===== src/rtl/utopia1_tx_sched.sv =====
//------------------------------------------------------------------------------
// utopia1_tx_sched
//
// Cell-level round-robin scheduler sharing one Utopia level 1 ATM-layer
// transmit port among N_PORTS cell sources. A source raises req once it holds
// a complete 53-byte cell. When the PHY reports cell space (tx_clav) the
// scheduler grants one eligible source, streams that cell byte by byte onto
// the Tx pins and pulses cell_done to the source as the last byte goes out.
//
// Ports:
//   clk        Tx clock, all logic on the rising edge
//   reset_n    asynchronous active-low reset
//   req        per-port "full cell ready" level request
//   port_en    per-port enable mask; a disabled port never wins
//   cell_byte  per-port byte at byte_idx, port p on bits [8p+7:8p]
//   gnt        one-hot grant, held for the whole cell
//   byte_idx   byte index 0..52 being read from the granted port
//   cell_done  one-cycle pulse to the winner with its last byte
//   tx_data    Utopia Tx data
//   tx_soc     Utopia start-of-cell, high with byte 0
//   tx_en_n    Utopia Tx enable, active low
//   tx_clav    PHY cell-available, only looked at between cells
//   cell_cnt   cells sent since reset, wraps silently
//------------------------------------------------------------------------------
`timescale 1ns/1ps

module utopia1_tx_sched #(
    parameter int N_PORTS = 4,
    parameter int CNT_W   = 16
) (
    input  logic                   clk,
    input  logic                   reset_n,
    input  logic [N_PORTS-1:0]     req,
    input  logic [N_PORTS-1:0]     port_en,
    input  logic [8*N_PORTS-1:0]   cell_byte,
    output logic [N_PORTS-1:0]     gnt,
    output logic [5:0]             byte_idx,
    output logic [N_PORTS-1:0]     cell_done,
    output logic [7:0]             tx_data,
    output logic                   tx_soc,
    output logic                   tx_en_n,
    input  logic                   tx_clav,
    output logic [CNT_W-1:0]       cell_cnt
);

    localparam int         IDX_W     = (N_PORTS > 1) ? $clog2(N_PORTS) : 1;
    localparam logic [5:0] LAST_BYTE = 6'd52;

    typedef enum logic {
        IDLE,
        SEND
    } state_t;

    state_t               r_state;
    logic [IDX_W-1:0]     r_rr;
    logic [N_PORTS-1:0]   r_gnt;
    logic [N_PORTS-1:0]   r_cellDone;
    logic [5:0]           r_byteIdx;
    logic [7:0]           r_txData;
    logic                 r_txSoc;
    logic                 r_txEnN;
    logic [CNT_W-1:0]     r_cellCnt;

    logic [N_PORTS-1:0]   w_elig;
    logic                 w_found;
    logic [IDX_W-1:0]     w_winner;
    logic [7:0]           w_byte;

    // Wraps an arbitrary non-negative offset onto a legal port index.
    function automatic logic [IDX_W-1:0] wrapIdx(input int v);
        return IDX_W'(v % N_PORTS);
    endfunction

    assign w_elig = req & port_en;

    // r_rr holds the most recent winner, so searching from r_rr+1 upward gives
    // the port after the last one served first refusal. While a cell is in
    // flight r_rr is also the index of the port being read.
    always_comb begin
        w_found  = 1'b0;
        w_winner = r_rr;
        for (int k = 1; k <= N_PORTS; k++) begin
            if (!w_found && w_elig[wrapIdx(int'(r_rr) + k)]) begin
                w_found  = 1'b1;
                w_winner = wrapIdx(int'(r_rr) + k);
            end
        end
    end

    // Byte lane of the port currently being sent.
    assign w_byte = cell_byte[{r_rr, 3'b000} +: 8];

    // Two-state cell engine. IDLE waits for PHY space plus an eligible request;
    // SEND pushes 53 bytes unconditionally, since Utopia 1 flow control is per
    // cell and clav/req changes mid-cell must not stall or truncate it. Leaving
    // SEND always passes through IDLE, which guarantees an idle clock between
    // cells on the pins.
    always_ff @(posedge clk or negedge reset_n) begin
        if (!reset_n) begin
            r_state    <= IDLE;
            r_rr       <= IDX_W'(N_PORTS - 1);
            r_gnt      <= '0;
            r_cellDone <= '0;
            r_byteIdx  <= '0;
            r_txData   <= 8'h00;
            r_txSoc    <= 1'b0;
            r_txEnN    <= 1'b1;
            r_cellCnt  <= '0;
        end else begin
            r_cellDone <= '0;
            case (r_state)
                IDLE: begin
                    r_txEnN <= 1'b1;
                    r_txSoc <= 1'b0;
                    if (tx_clav && w_found) begin
                        r_gnt     <= {{(N_PORTS-1){1'b0}}, 1'b1} << w_winner;
                        r_byteIdx <= '0;
                        r_rr      <= w_winner;
                        r_state   <= SEND;
                    end
                end
                SEND: begin
                    r_txData <= w_byte;
                    r_txEnN  <= 1'b0;
                    r_txSoc  <= (r_byteIdx == 6'd0);
                    if (r_byteIdx == LAST_BYTE) begin
                        r_cellDone <= r_gnt;
                        r_cellCnt  <= r_cellCnt + CNT_W'(1);
                        r_gnt      <= '0;
                        r_byteIdx  <= '0;
                        r_state    <= IDLE;
                    end else begin
                        r_byteIdx <= r_byteIdx + 6'd1;
                    end
                end
                default: r_state <= IDLE;
            endcase
        end
    end

    assign gnt       = r_gnt;
    assign byte_idx  = r_byteIdx;
    assign cell_done = r_cellDone;
    assign tx_data   = r_txData;
    assign tx_soc    = r_txSoc;
    assign tx_en_n   = r_txEnN;
    assign cell_cnt  = r_cellCnt;

endmodule


===== config.mk =====
export PLATFORM = sky130hd
export DESIGN_NAME = utopia1_tx_sched
export DESIGN_NICKNAME = d
export VERILOG_FILES = /design/src/rtl/utopia1_tx_sched.sv
export SDC_FILE = /design/constraint.sdc
export NUM_CORES = 1
export LEC_CHECK = 0
export CORE_ASPECT_RATIO = 1.5
export CORE_UTILIZATION = 44
export CTS_BUF_LIST = sky130_fd_sc_hd__clkbuf_4 sky130_fd_sc_hd__clkbuf_8 sky130_fd_sc_hd__clkbuf_16
export CTS_CLUSTER_DIAMETER = 150
export DETAILED_ROUTE_END_ITERATION = 7
export PLACE_DENSITY_LB_ADDON = 0.25
export SLEW_MARGIN = 5
export SYNTH_ARGS = -nofsm -noshare
export SYNTH_HDL_FRONTEND = slang
export SYNTH_SLANG_ARGS = --single-unit

===== constraint.sdc =====
create_clock -name clk -period 2.3 [get_ports clk]
set_clock_uncertainty 0.1 [all_clocks]
set_input_delay 0.345 -clock clk [delete_from_list [all_inputs] [get_ports clk]]
set_output_delay 0.345 -clock clk [all_outputs]
set_load 0.02 [all_outputs]

== Word level (Yosys, flattened, before mapping) ==
Cells that the tools add are included.

* Input port bits: 43
* Bits in registers: 43
* Word-level logic and storage cells: 66

* Bitwise logic cells: 2
* Order comparisons: 4
* Muxes and demuxes: 29
* Reduce and logical (&&, ||, !) cells: 11
* Equality and inequality tests: 3
* Add/subtract/negate cells: 6
* Shift-type cells: 2

{| class="wikitable"
|+ Operators with widths
! kind !! count
|-
| variable part select 32 x 6 -> 8 bit || 1
|-
| adder 16 x 1 -> 16 bit, second input constant || 1
|-
| two-way mux 4 bit || 4
|-
| less-than comparator 2 x 3 -> 1 bit, second input constant || 4
|-
| two-way mux 6 bit || 2
|-
| case mux 6 bit (2 select lines) || 1
|-
| two-way mux 1 bit || 10
|-
| binary-select mux 1 bit (select 2 bit) || 4
|-
| two-way mux 2 bit || 4
|-
| case mux 4 bit (2 select lines) || 1
|-
| adder 6 x 1 -> 6 bit, second input constant || 1
|-
| equality test 6 bit, second input constant || 1
|-
| logical NOT 6 bit || 1
|-
| case mux 1 bit (2 select lines) || 3
|-
| AND reduction 2 bit || 3
|-
| adder 2 x 1 -> 2 bit, second input constant || 2
|-
| adder 2 bit, second input constant || 2
|-
| bitwise AND 4 bit || 1
|-
| logical AND 1 bit || 4
|-
| << shifter 1 x 2 -> 4 bit, first input constant || 1
|-
| logical NOT 1 bit || 3
|-
| inequality test 2 x 1 -> 1 bit, second input constant || 1
|-
| inequality test 2 bit, second input constant || 1
|-
| inverter 1 bit || 1
|}

== Longest topological paths before layout ==
* Depth after elaboration: 16
* Mapped depth: 6

== Worst setup path after synthesis ==
Ideal clock, no wire load.

* Path kind: register to register
* Start: reg r_byteIdx[0] (netlist: byte_idx[0])
* End: reg r_cellCnt[13] (netlist: cell_cnt[13])
* Arrival: 1.622 ns
* Data required time: 2.071 ns
* Path slack: 0.449 ns
* Library setup time: 0.129 ns
* Buffers on the path: 0
* Period minus slack after synthesis: 1.851 ns
* Stages on the path, launching flop included: 7
* Cells stage by stage: dfrtp_1 inv_1 ha_1 nand4b_2 nor4_4 nand4_1 xnor2_1

* Longest elaborated chain between the ends: 2

{| class="wikitable"
|+ Ends and longest elaborated chain
! what !! RTL line !! source
|-
| start: declaration || 58 || <nowiki>logic [5:0] r_byteIdx;</nowiki>
|-
| start signal: assignment || 133 || <nowiki>r_byteIdx <= r_byteIdx + 6'd1;</nowiki>
|-
| equality test 6 bit || 126 || <nowiki>if (r_byteIdx == LAST_BYTE) begin</nowiki>
|-
| AND reduction 2 bit (no source line) || -- ||
|-
| end signal: assignment || 128 || <nowiki>r_cellCnt <= r_cellCnt + CNT_W'(1);</nowiki>
|-
| end: declaration || 62 || <nowiki>logic [CNT_W-1:0] r_cellCnt;</nowiki>
|}

No other way between the ends.
A chain may end at the register's enable or synchronous reset.

== Worst setup path in the final report ==
* Start: reg r_byteIdx[0] (netlist: byte_idx[0])
* End: reg r_gnt[2] (netlist: gnt[2])

* Longest elaborated chain between the ends: 3

{| class="wikitable"
|+ Ends and longest elaborated chain
! what !! RTL line !! source
|-
| equality test 6 bit || 126 ||
|-
| inequality test 2 x 1 -> 1 bit (no source line) || -- ||
|-
| AND reduction 2 bit (no source line) || -- ||
|-
| end signal: assignment || 116 || <nowiki>r_gnt <= {{(N_PORTS-1){1'b0}}, 1'b1} << w_winner;</nowiki>
|-
| end: declaration || 56 || <nowiki>logic [N_PORTS-1:0] r_gnt;</nowiki>
|}

No other way between the ends.

==> results.yml <==
synth:
  yosys_warnings: 0
  synth.avg_cell_area_um2: 12.60
  synth-async-reset-ratio: 1.000
  area_of_the_mapped_netlist_um2: 2130
  synth_edf_count: 0
  synth_cell_type_count: 40
  ys_seq_area_frac: 0.5071
  post_synthesis_instance_total: 169
  ys.flop_type: "dfrtp_1"
  top_post_synthesis_cells_by_count: "40 x dfrtp_1, 13 x xnor2_1, 10 x mux2_2"
  synth_area_leader_cell: "dfrtp_1"
  synth.most_common_cell: "dfrtp_1"
  synth.top_cell.area_share: 0.4700
  synthTopCellsByArea: "dfrtp_1 47%, mux4_2 8.5%, xnor2_1 5.3%"
  postSynthNetCount: 215
  number_of_synthesized_register_bits: 43
global_route:
  via_count_of_the_first_global_routing_pass: 1715
  grt_util_all_layers: 0.2050
  grt_antenna_before_repair: 0
  pin_count_of_the_biggest_net_entering_global_routing: 24
  grt_pass1_wl_mm: 7.886
  grt_remaining_overflow: 0
power:
  post-layout-total-power_mw: 1.545
  p_leak_nw: 1.330
  share_clk_of_total_power: 0.302
  power_report.internal_total_mw: 1.187
  power.density_nw_per_um2: 491.2
  p_seq_frac: 0.527
  power.combinational.fraction: 0.171
  power.share.switching: 0.2320
  power_switching_uw: 358.4
  worst_ir_drop_vdd_mv: 0.2719
timing:
  setup-tns-final_ns: 0
  min_period_over_period: 0.8746
  maxClockFrequency_ghz: 0.4971
  max-slew-margin-rel: 0.6567
  slew_viol_final: 0
  finalCriticalPeriod_ns: 2.012
  hold_slack_ns: 0.3819
  max_slew.worst_pin.slew_ns: 0.5150
  setup_viol: 0
  fin_hold_viols: 0
  setup_repair_after_global_routing_missed_its_margin: "false"
die:
  io_pins: 83
  row_count: 30
  die-area_um2: 5128
  die-height_um: 87.21
  initial_core_util: 0.4650
  floorplan.core_area_um2: 4579
  die_width_um: 58.80
hold_path:
  worstHoldPathType: "register to register"
route:
  dr_wl_met3_um: 266
  detail_route.iter0.violations: 73
  final_antenna_net_count: 0
  routedWlPerCell_um: 14.54
  top_layer: "met4"
  drt-pass1-iter-count: 4
  wl_met1_mm: 1.639
  detail_route.wirelength_mm: 4.711
  post_drt_via_cell_ratio: 5.373
  met2_length_mm: 2.719
  via_count: 1741
  drcViolationCount: 0
clocking:
  clock_root_buffer: "clkbuf_8"
  worst_skew_pair_latency_ns: 0.29
  cts.hold.buffers_added: 1
  post_cts.resized_instances: 0
  tritoncts: "yes"
  path_clk_slew_ns: 0.08
  cts_buffer_depth: 2
  numCtsBuffers: 5
  cts_num_sinks: 43
  post-cts-setup-buffer-count: 0
  h-tree-depth: 2
place:
  place.port_buffers: 82
  place_congestion: 0.8207
  dp_hpwl_mm: 3.692
  place_area_um2: 3047
final_layout:
  fillCellCount: 369
  syn2layout_area_growth_pct: 47.71
  postLayoutCoreUtil: 0.6869
  post_route_cells_drive_above_1_share: 0.1654
  fin_area_um2: 3146
  final_net_count: 305
  diodes: 0
setup_path:
  critical_path.max_fanout: 7
  timing.critical_path.arrival_ns: 2.09
  critPathCaptureType: "register"
  timing_worst_setup_path_type: "register to register"
  crit_required_ns: 2.38
  nature_of_the_critical_path_startpoint: "register"
flow_run:
  drv.max_cap_violation_count: 0
status:
  run_status: "finished, final reports clean"
[per-stage QoR]
stage	worst slack, ns	cells
2_1_floorplan	0.4488	169
3_3_place_gp	0.2511	315
3_5_place_dp	0.2202	315
4_1_cts	0.2720	324
5_1_grt	0.08387	324
6_report	0.2883	324
[cell type report]
| cell class | count | area [um2] | share of cell area |
|---|---|---|---|
| clock buffer | 7 | 83.83 | 0.02665 |
| multi-input combinational | 112 | 996.0 | 0.3166 |
| timing repair buffer | 89 | 870.8 | 0.2768 |
| sequential | 43 | 1080 | 0.3433 |
| tap | 64 | 80.08 | 0.02546 |
| inverter | 8 | 30.03 | 0.009547 |
| clock inverter | 1 | 5.005 | 0.001591 |
[power by group through the flow]
| stage | Combinational [mW] | Clock [mW] | Sequential (mW) |
|---|---|---|---|
| 2_1_floorplan | 0.0930 | 0 | 0.840 |
| 5_1_grt | 0.283 | 0.510 | 0.821 |
| 4_1_cts | 0.267 | 0.479 | 0.816 |
| 3_3_place_gp | 0.259 | 0 | 0.828 |
| 6_report | 0.264 | 0.467 | 0.815 |
| 3_5_place_dp | 0.265 | 0 | 0.830 |
[kinds of logic after synthesis]
family                     Yosys count  share of synthesized area
AOI/OAI and AO/OA                   28                     0.1016
xor gates and xnor gates            16                    0.06581
adders and majority gates            3                    0.01763
buffers and inverters               14                    0.02526
DFF                                 43                     0.5071
muxes                               18                     0.1375
and+or+nand+nor                     47                     0.1451
[critical path, cell delays in order, from the launching register on]
cell      delay, ns
dfrtp_1        0.42
inv_1          0.08
ha_1           0.19
nand4b_2       0.25
o21ai_2        0.34
o21ai_0        0.26
a32o_1         0.26
[cells in the final DEF, fill, tap and decap left out, drive strengths merged, types with 5 or more instances in the layout]
cell and count:
dfrtp 40, inv 8, clkdlybuf4s50 81, xnor2 13
mux4 8, nand3 9, nand4 6, clkbuf 7
mux2 10, nor2 6, and3 7, nand2 5
buf 7
[routing by layer]
metal	vias to the layer above	GRT usage
met5	-	0
met4	0	0.09307
met3	6	0.04309
met2	68	0.3771
met1	857	0.2174
li1	810	-
[path summary, 6_finish.rpt]
path	startpoint	to	slack, ns	cells after the start
hold / removal	r_state	tx_en_n	0.38	1
min in group asynchronous	reset_n	tx_data[5]	0.46	2
setup reg to reg	byte_idx[0]	gnt[2]	0.29	6
hold reg to reg	r_state	tx_en_n	0.38	1
setup / recovery	byte_idx[0]	gnt[2]	0.29	6
max in group asynchronous	reset_n	r_rr[0]	1.03	3
[flip-flops by register name (all words and copies together) (netlist names)]
name and count:
r_state 1, tx_data 8, byte_idx 6, r_rr 2
cell_done 4, tx_en_n 1, cell_cnt 16, tx_soc 1
gnt 4
Note: power is estimated with default switching activity, not from simulation.
